--- src/rtl/fetcher_pkg.sv ---
// Shared opcodes, default geometry, FSM encoding and RISC-V immediate decoders
// for the instruction-fetch stage.
package fetcher_pkg;

    localparam logic [6:0] OPC_JAL    = 7'b1101111;
    localparam logic [6:0] OPC_JALR   = 7'b1100111;
    localparam logic [6:0] OPC_BRANCH = 7'b1100011;

    localparam int ICACHE_IDX_W_DEF = 6;
    localparam int BHT_IDX_W_DEF    = 8;

    typedef enum logic {
        IDLE = 1'b0,
        WAIT = 1'b1
    } fetch_state_e;

    function automatic logic [31:0] imm_j(input logic [31:0] w);
        return {{12{w[31]}}, w[19:12], w[20], w[30:21], 1'b0};
    endfunction

    function automatic logic [31:0] imm_b(input logic [31:0] w);
        return {{20{w[31]}}, w[7], w[30:25], w[11:8], 1'b0};
    endfunction

endpackage

--- src/rtl/fetcher_icache.sv ---
// Direct-mapped one-word-per-line instruction cache: combinational lookup,
// single-cycle fill; addresses are word addresses (byte pc >> 2).
module fetcher_icache #(
    parameter int IDX_W = 6
) (
    input  logic        i_clk,
    input  logic        i_rst,
    input  logic        i_en,
    input  logic [29:0] i_lookup_wa,
    output logic        o_hit,
    output logic [31:0] o_data,
    input  logic        i_fill_en,
    input  logic [29:0] i_fill_wa,
    input  logic [31:0] i_fill_data
);
    localparam int LINES = 1 << IDX_W;
    localparam int TAG_W = 30 - IDX_W;

    logic [LINES-1:0] r_valid;
    logic [TAG_W-1:0] r_tag  [LINES];
    logic [31:0]      r_data [LINES];

    logic [IDX_W-1:0] w_lk_idx;
    logic [TAG_W-1:0] w_lk_tag;
    logic [IDX_W-1:0] w_fill_idx;
    logic             w_fill;

    assign w_lk_idx   = i_lookup_wa[IDX_W-1:0];
    assign w_lk_tag   = i_lookup_wa[29:IDX_W];
    assign w_fill_idx = i_fill_wa[IDX_W-1:0];
    assign w_fill     = i_en && i_fill_en;

    assign o_hit  = r_valid[w_lk_idx] && (r_tag[w_lk_idx] == w_lk_tag);
    assign o_data = r_data[w_lk_idx];

    always_ff @(posedge i_clk) begin
        if (i_rst) begin
            r_valid <= '0;
        end else if (w_fill) begin
            r_valid[w_fill_idx] <= 1'b1;
        end
    end

    // Payload arrays need no reset: a line is only read once its valid bit is set.
    always_ff @(posedge i_clk) begin
        if (!i_rst && w_fill) begin
            r_tag[w_fill_idx]  <= i_fill_wa[29:IDX_W];
            r_data[w_fill_idx] <= i_fill_data;
        end
    end

endmodule

--- src/rtl/fetcher.sv ---
// Fetch stage: PC, icache, static/BHT branch prediction, one issue per cycle.
// Issue is registered (visible the cycle after an IDLE hit); full_from_backend holds issue.
module fetcher
    import fetcher_pkg::*;
#(
    parameter int ICACHE_IDX_W = ICACHE_IDX_W_DEF,
    parameter int BHT_IDX_W    = BHT_IDX_W_DEF
) (
    input  logic        clk_in,
    input  logic        rst_in,
    input  logic        rdy_in,
    output logic [31:0] pc_to_dispatcher,
    output logic [31:0] inst_to_dispatcher,
    output logic [31:0] rollback_pc_to_dispatcher,
    output logic        predicted_jump_to_dispatcher,
    output logic        ok_flag_to_dispatcher,
    input  logic        full_from_backend,
    output logic        mem_en_to_memctrl,
    output logic [31:0] mem_addr_to_memctrl,
    input  logic        mem_valid_from_memctrl,
    input  logic [31:0] mem_data_from_memctrl,
    input  logic        rollback_flag_from_rob,
    input  logic [31:0] rollback_pc_from_rob,
    input  logic        bht_en_from_rob,
    input  logic [31:0] bht_pc_from_rob,
    input  logic        bht_taken_from_rob
);
    localparam int BHT_N = 1 << BHT_IDX_W;

    fetch_state_e r_state;
    logic [31:0]  r_pc;
    logic [31:0]  r_pc_out;
    logic [31:0]  r_inst_out;
    logic [31:0]  r_rb_out;
    logic         r_pred_out;
    logic         r_ok;
    logic         r_mem_en;
    logic [31:0]  r_mem_addr;
    logic [1:0]   r_bht [BHT_N];

    logic                 w_hit;
    logic [31:0]          w_word;
    logic                 w_fill_en;
    logic [BHT_IDX_W-1:0] w_bht_rd_idx;
    logic [BHT_IDX_W-1:0] w_bht_wr_idx;
    logic [1:0]           w_bht_old;
    logic [31:0]          w_pc_plus4;
    logic [31:0]          w_pc_jal;
    logic [31:0]          w_pc_br;
    logic                 w_pred;
    logic [31:0]          w_next_pc;
    logic [31:0]          w_rb_pc;
    logic                 w_unused_bht_pc;

    assign w_fill_en = (r_state == WAIT) && mem_valid_from_memctrl && !rollback_flag_from_rob;

    fetcher_icache #(
        .IDX_W (ICACHE_IDX_W)
    ) u_icache (
        .i_clk       (clk_in),
        .i_rst       (rst_in),
        .i_en        (rdy_in),
        .i_lookup_wa (r_pc[31:2]),
        .o_hit       (w_hit),
        .o_data      (w_word),
        .i_fill_en   (w_fill_en),
        .i_fill_wa   (r_pc[31:2]),
        .i_fill_data (mem_data_from_memctrl)
    );

    assign w_bht_rd_idx    = r_pc[BHT_IDX_W+1:2];
    assign w_bht_wr_idx    = bht_pc_from_rob[BHT_IDX_W+1:2];
    assign w_bht_old       = r_bht[w_bht_wr_idx];
    assign w_unused_bht_pc = ^{bht_pc_from_rob[31:BHT_IDX_W+2], bht_pc_from_rob[1:0]};

    assign w_pc_plus4 = r_pc + 32'd4;
    assign w_pc_jal   = r_pc + imm_j(w_word);
    assign w_pc_br    = r_pc + imm_b(w_word);

    // Rollback pc is always the path not followed, so the RoB can redirect in one step.
    always_comb begin
        w_pred    = 1'b0;
        w_next_pc = w_pc_plus4;
        w_rb_pc   = w_pc_plus4;
        case (w_word[6:0])
            OPC_JAL: begin
                w_pred    = 1'b1;
                w_next_pc = w_pc_jal;
            end
            OPC_BRANCH: begin
                if (r_bht[w_bht_rd_idx][1]) begin
                    w_pred    = 1'b1;
                    w_next_pc = w_pc_br;
                end else begin
                    w_rb_pc = w_pc_br;
                end
            end
            OPC_JALR: w_pred = 1'b0;
            default:  w_pred = 1'b0;
        endcase
    end

    always_ff @(posedge clk_in) begin
        if (rst_in) begin
            r_state    <= IDLE;
            r_pc       <= '0;
            r_pc_out   <= '0;
            r_inst_out <= '0;
            r_rb_out   <= '0;
            r_pred_out <= 1'b0;
            r_ok       <= 1'b0;
            r_mem_en   <= 1'b0;
            r_mem_addr <= '0;
        end else if (rdy_in) begin
            r_ok <= 1'b0;
            if (rollback_flag_from_rob) begin
                r_pc     <= rollback_pc_from_rob;
                r_mem_en <= 1'b0;
                r_state  <= IDLE;
            end else begin
                case (r_state)
                    IDLE: begin
                        if (w_hit) begin
                            if (!full_from_backend) begin
                                r_ok       <= 1'b1;
                                r_pc_out   <= r_pc;
                                r_inst_out <= w_word;
                                r_pred_out <= w_pred;
                                r_rb_out   <= w_rb_pc;
                                r_pc       <= w_next_pc;
                            end
                        end else begin
                            r_mem_addr <= {r_pc[31:2], 2'b00};
                            r_mem_en   <= 1'b1;
                            r_state    <= WAIT;
                        end
                    end
                    WAIT: begin
                        if (mem_valid_from_memctrl) begin
                            r_mem_en <= 1'b0;
                            r_state  <= IDLE;
                        end
                    end
                    default: r_state <= IDLE;
                endcase
            end
        end
    end

    // BHT trains on every commit, independent of fetch state; reads see the old value.
    always_ff @(posedge clk_in) begin
        if (rst_in) begin
            for (int i = 0; i < BHT_N; i++) begin
                r_bht[i] <= 2'b01;
            end
        end else if (rdy_in && bht_en_from_rob) begin
            if (bht_taken_from_rob) begin
                if (w_bht_old != 2'b11) r_bht[w_bht_wr_idx] <= w_bht_old + 2'b01;
            end else begin
                if (w_bht_old != 2'b00) r_bht[w_bht_wr_idx] <= w_bht_old - 2'b01;
            end
        end
    end

    assign pc_to_dispatcher             = r_pc_out;
    assign inst_to_dispatcher           = r_inst_out;
    assign rollback_pc_to_dispatcher    = r_rb_out;
    assign predicted_jump_to_dispatcher = r_pred_out;
    assign ok_flag_to_dispatcher        = r_ok;
    assign mem_en_to_memctrl            = r_mem_en;
    assign mem_addr_to_memctrl          = r_mem_addr;

endmodule

--- config.mk ---
export PLATFORM = sky130hd
export DESIGN_NAME = fetcher
export DESIGN_NICKNAME = d
export VERILOG_FILES = /design/src/rtl/fetcher_pkg.sv /design/src/rtl/fetcher_icache.sv /design/src/rtl/fetcher.sv
export SDC_FILE = /design/constraint.sdc
export NUM_CORES = 2
export LEC_CHECK = 0
export CAP_MARGIN = 20
export CELL_PAD_IN_SITES_DETAIL_PLACEMENT = 0
export CELL_PAD_IN_SITES_GLOBAL_PLACEMENT = 1
export CORE_ASPECT_RATIO = 1.5
export CORE_MARGIN = 2
export CORE_UTILIZATION = 35
export DETAILED_ROUTE_END_ITERATION = 10
export PLACE_DENSITY = 0.63
export SLEW_MARGIN = 20
export SYNTH_ARGS = -nofsm -noshare
export SYNTH_HDL_FRONTEND = slang
export SYNTH_HIERARCHICAL = 1
export SYNTH_SLANG_ARGS = --single-unit
--- constraint.sdc ---
create_clock -name clk_in -period 11.45 [get_ports clk_in]
set_clock_uncertainty 0.15 [all_clocks]
set_input_delay 1.145 -clock clk_in [delete_from_list [all_inputs] [get_ports clk_in]]
set_output_delay 1.145 -clock clk_in [all_outputs]
set_load 0.01 [all_outputs]
==> implementation parameters <==
Parameter                              Value

Synth
  Synth Flop Type    edfxtp_1
  Summed instance area of the synthesized netlist    177000 um^2
  Distinct cell type count of the synthesized netlist    85
  Synthesized netlist cell count    9305
  Register bit total from synthesis    4329
  Share of async-settable or async-resettable flops after synthesis    0%
  Number of warnings reported in the yosys synthesis log    6
  Fraction of the yosys area taken by sequential cells    72.1%
  Biggest area consumer among synthesized cells    edfxtp_1
  Number of enable flip-flop cells after synthesis    4096
  Area contributors post-synth    edfxtp_1 (69%), mux4_2 (16%), dfxtp_1 (2.6%), nand2_1 (1.5%), mux2i_1 (1.2%)
  Most frequent cell after synthesis    edfxtp_1
  List of most frequent post-synthesis cells    edfxtp_1 (4096), mux4_2 (1229), nand2_1 (690)
  Share of Yosys cell area claimed by the top area cell type    69.5%
  Syn Area/Cell    19.0 um^2

GRT
  Gr ovfl total    0
  Maximum number of pins on one net before global-route repair    198
  Global Route Usage Sum    22.3%
  Number of antenna violations at the first check in global routing    46
  First-pass GRT wire length    797 mm
  Number of global-route vias before repair    98.9k

STA
  Final worst-path cycle share    77.7%
  Final sum of negative setup slack    0 ns
  Peak clock frequency supported by timing    112 MHz
  Final setup viols    0
  Worst slew margin relative to its limit    8.26%
  Unrepaired setup endpoints after global routing    false
  Final Slew Violations    0
  Slew at the pin closest to its max-slew limit    1.38 ns
  Post-layout minimum cycle time    8.89 ns
  Final number of hold-violating endpoints    0

Die
  Width of the chip    585 um
  Initial Utilization    35.2%
  Core region area    503000 um^2
  FP Rows    319
  Height of the chip    875 um
  I/O Pins    235
  Full die area    512000 um^2

Route
  Count of TritonRoute iterations in the first routing pass    6
  Detailed-route wire length per cell    35.1 um
  Via Count    97.7k
  Drt total wl    583 mm
  Count of nets left with antenna violations after detail routing    0
  Routed vias/inst    5.88
  Post-route DRC    0
  Count of routing violations after the opening detailed-route iteration    12.0k

Placed design
  Total placed cells including tap cells    15.9k
  Routability-driven placement congestion ratio    0.880
  Post-DP HPWL    342 mm
  Port buffer count    208
  Area after DPL    188000 um^2

Pwr
  Worst voltage drop across the vdd grid    0.136 mV
  Sw power    7.47 mW
  Post-layout total power    32.6 mW
  Static Leakage    59.2 nW
  Portion of total power attributed to combinational logic    7.2%
  Switching part of the total power    22.9%
  Part of the power in registers    53.5%
  Cell internal pwr    25.1 mW
  Clock Power Share    39.4%
  Power Dens Cells    163 nW/um^2

Worst setup path
  Kind of end point of the critical path    flip-flop
  Arrival time reported for the critical path endpoint    9.57 ns
  Worst setup slack for register-to-register paths    2.56 ns
  Largest fanout on the critical path    46
  Cells along the critical path    buf_12 > buf_4 > buf_4 > mux4_2 > a21oi_1 > nand2_1 > a21oi_1 > nor3_1 > nor4_1 > nand4_1 > nor4_2 > nor3b_1 > o21ai_2 > buf_4 > nor2_1 > o21ai_0 > or2_2 > o221ai_1
  Delay of the slowest critical-path stage    0.88 ns
  Start-to-end type of the worst setup path    flip-flop to flip-flop
  Most numerous cell on the critical path    buf_4
  Slowest stage cell on the critical path    nor4_2
  Crit path required time    12.13 ns
  Startpoint type of the worst setup path    flip-flop

Clock tree
  Hold-fix buffer count after cts    0
  Clock latency of the later-clocked register in the worst-skew pair    1.00 ns
  Number of levels in the clock H-tree    5
  Clk sink count    4329
  Root cell of the clock tree    clkbuf_16
  Post CTS Setup Buffer Count    0
  Post-cts gate resize count    0
  TritonCTS clock tree    built
  Number of clock buffers inserted by TritonCTS    381
  Clock slew seen by the registers of the worst setup and hold paths    0.07 ns
  Clk buf depth    4

Cells and area
  Final design instance area without fill    200000 um^2
  Final cell count without fillers    16.6k
  Fraction of final layout cells sized beyond drive strength 1    25.4%
  Net count of the finished layout    9687
  Synthesis-to-layout area growth    13.0%

Flow run
  # Max-Cap Violations    0

Status
  Outcome    completed

Hold path
  Class of the most critical hold timing path    flip-flop to flip-flop
-- logic make-up (layout without fill, tap and decap cells) --
kind of cell	after synthesis	after routing	synth area share, %
other	1	17	0.00212
adder cells (fa/ha/maj)	46	46	0.334
XOR/XNOR	89	89	0.440
flip-flops	4329	4329	72.1
multiplexers	1464	1464	17.0
AND/OR/NAND/NOR	1539	1539	3.96
AO/OA/AOI/OAI	1048	1048	4.15
buffers and inverters	789	1331	2.01
-- per-stage QoR --
step / util (%) / worst slack, ns / hold WS (ns)
6_report: 39.7 / 2.56 / 0.306
5_1_grt: 39.7 / 2.37 / 0.322
4_1_cts: 39.7 / 2.84 / 0.307
3_5_place_dp: 37.3 / 2.92 / 0.298
3_3_place_gp: 37.3 / 2.66 / 0.295
2_1_floorplan: - / 4.94 / 0.282
-- power by group through the flow --
stage                     Sequential [mW]  Combinational, mW  Clock [mW]
after floorplan                      17.8               1.40           0
after global placement               17.8               2.28           0
after detailed placement             17.8               2.32           0
after CTS                            17.4               2.32        13.0
after global routing                 17.4               2.45        13.5
final                                17.4               2.34        12.8
-- worst paths after layout --
check | start | endpoint | cells after the start
worst min register to register | rollback_pc_to_dispatcher[14] | rollback_pc_to_dispatcher[14] | 2
worst min-delay path | rollback_pc_to_dispatcher[14] | rollback_pc_to_dispatcher[14] | 2
worst max register to register | r_pc[2] | r_pc[27] | 18
worst max-delay path | r_pc[2] | r_pc[27] | 18
-- placed cells by master, fill, tap and decap left out, types with 26 or more instances in the layout --
| cell type | n |
|---|---|
| nand2b_1 | 37 |
| clkinv_1 | 79 |
| mux4_2 | 1229 |
| nand2_1 | 682 |
| clkdlybuf4s50_1 | 170 |
| and2_1 | 33 |
| ha_1 | 44 |
| buf_4 | 319 |
| nand3_1 | 68 |
| bufinv_16 | 26 |
| o221ai_1 | 43 |
| o211ai_1 | 26 |
| mux2i_1 | 208 |
| edfxtp_1 | 4096 |
| buf_2 | 33 |
| clkinv_2 | 79 |
| o21bai_1 | 122 |
| a221oi_1 | 27 |
| and3_1 | 26 |
| nor2b_1 | 37 |
| a31o_2 | 148 |
| o21ai_0 | 86 |
| inv_1 | 84 |
| o22ai_1 | 107 |
| nor2_4 | 69 |
| nor3_1 | 305 |
| a22oi_1 | 65 |
| clkbuf_16 | 391 |
| dfxtp_1 | 200 |
| a21o_1 | 34 |
| nor2_1 | 123 |
| a21oi_1 | 216 |
| xnor2_1 | 51 |
| a211oi_1 | 28 |
| clkbuf_1 | 63 |
| xor2_1 | 38 |
-- state kept, by name (all words and copies together), names as in the netlist, 30 cells and up, named ones only --
signal	flops
inst_to_dispatcher	32
mem_addr_to_memctrl	30
pc_to_dispatcher	32
r_bht	512
r_pc	32
rollback_pc_to_dispatcher	31
u_icache/r_data	2048
u_icache/r_tag	1536
u_icache/r_valid	64
-- per-layer routing --
metal  up-vias  wire (um)  track usage, %
met2      4836     303000            39.8
li1      38637          -               -
met1     52969     205000            26.0
met3      1228      42300            3.46
met5         -        156               0
met4        24      33200            11.3
-- final cells by class --
| cell class | count | area [um^2] |
|---|---|---|
| Clock buffer | 460 | 10100 |
| Sequential cell | 4329 | 128000 |
| Clock inverter | 234 | 1990 |
| Antenna cell | 15 | 37.5 |
| Inverter | 85 | 329 |
| Fill cell | 44849 | 303000 |
| Tap cell | 6741 | 8430 |
| Timing Repair Buffer | 552 | 4840 |
| Multi-Input combinational cell | 4188 | 46500 |
-- critical path, delay by kind of cell (launching register included) --
| family | cells | cell delay (ns) |
|---|---|---|
| AO/OA/AOI/OAI | 5 | 1.25 |
| flip-flops | 1 | 0.80 |
| multiplexers | 1 | 0.55 |
| buffers and inverters | 4 | 1.88 |
| AND/OR/NAND/NOR | 8 | 3.96 |
Note: power is estimated with default switching activity, not from simulation.
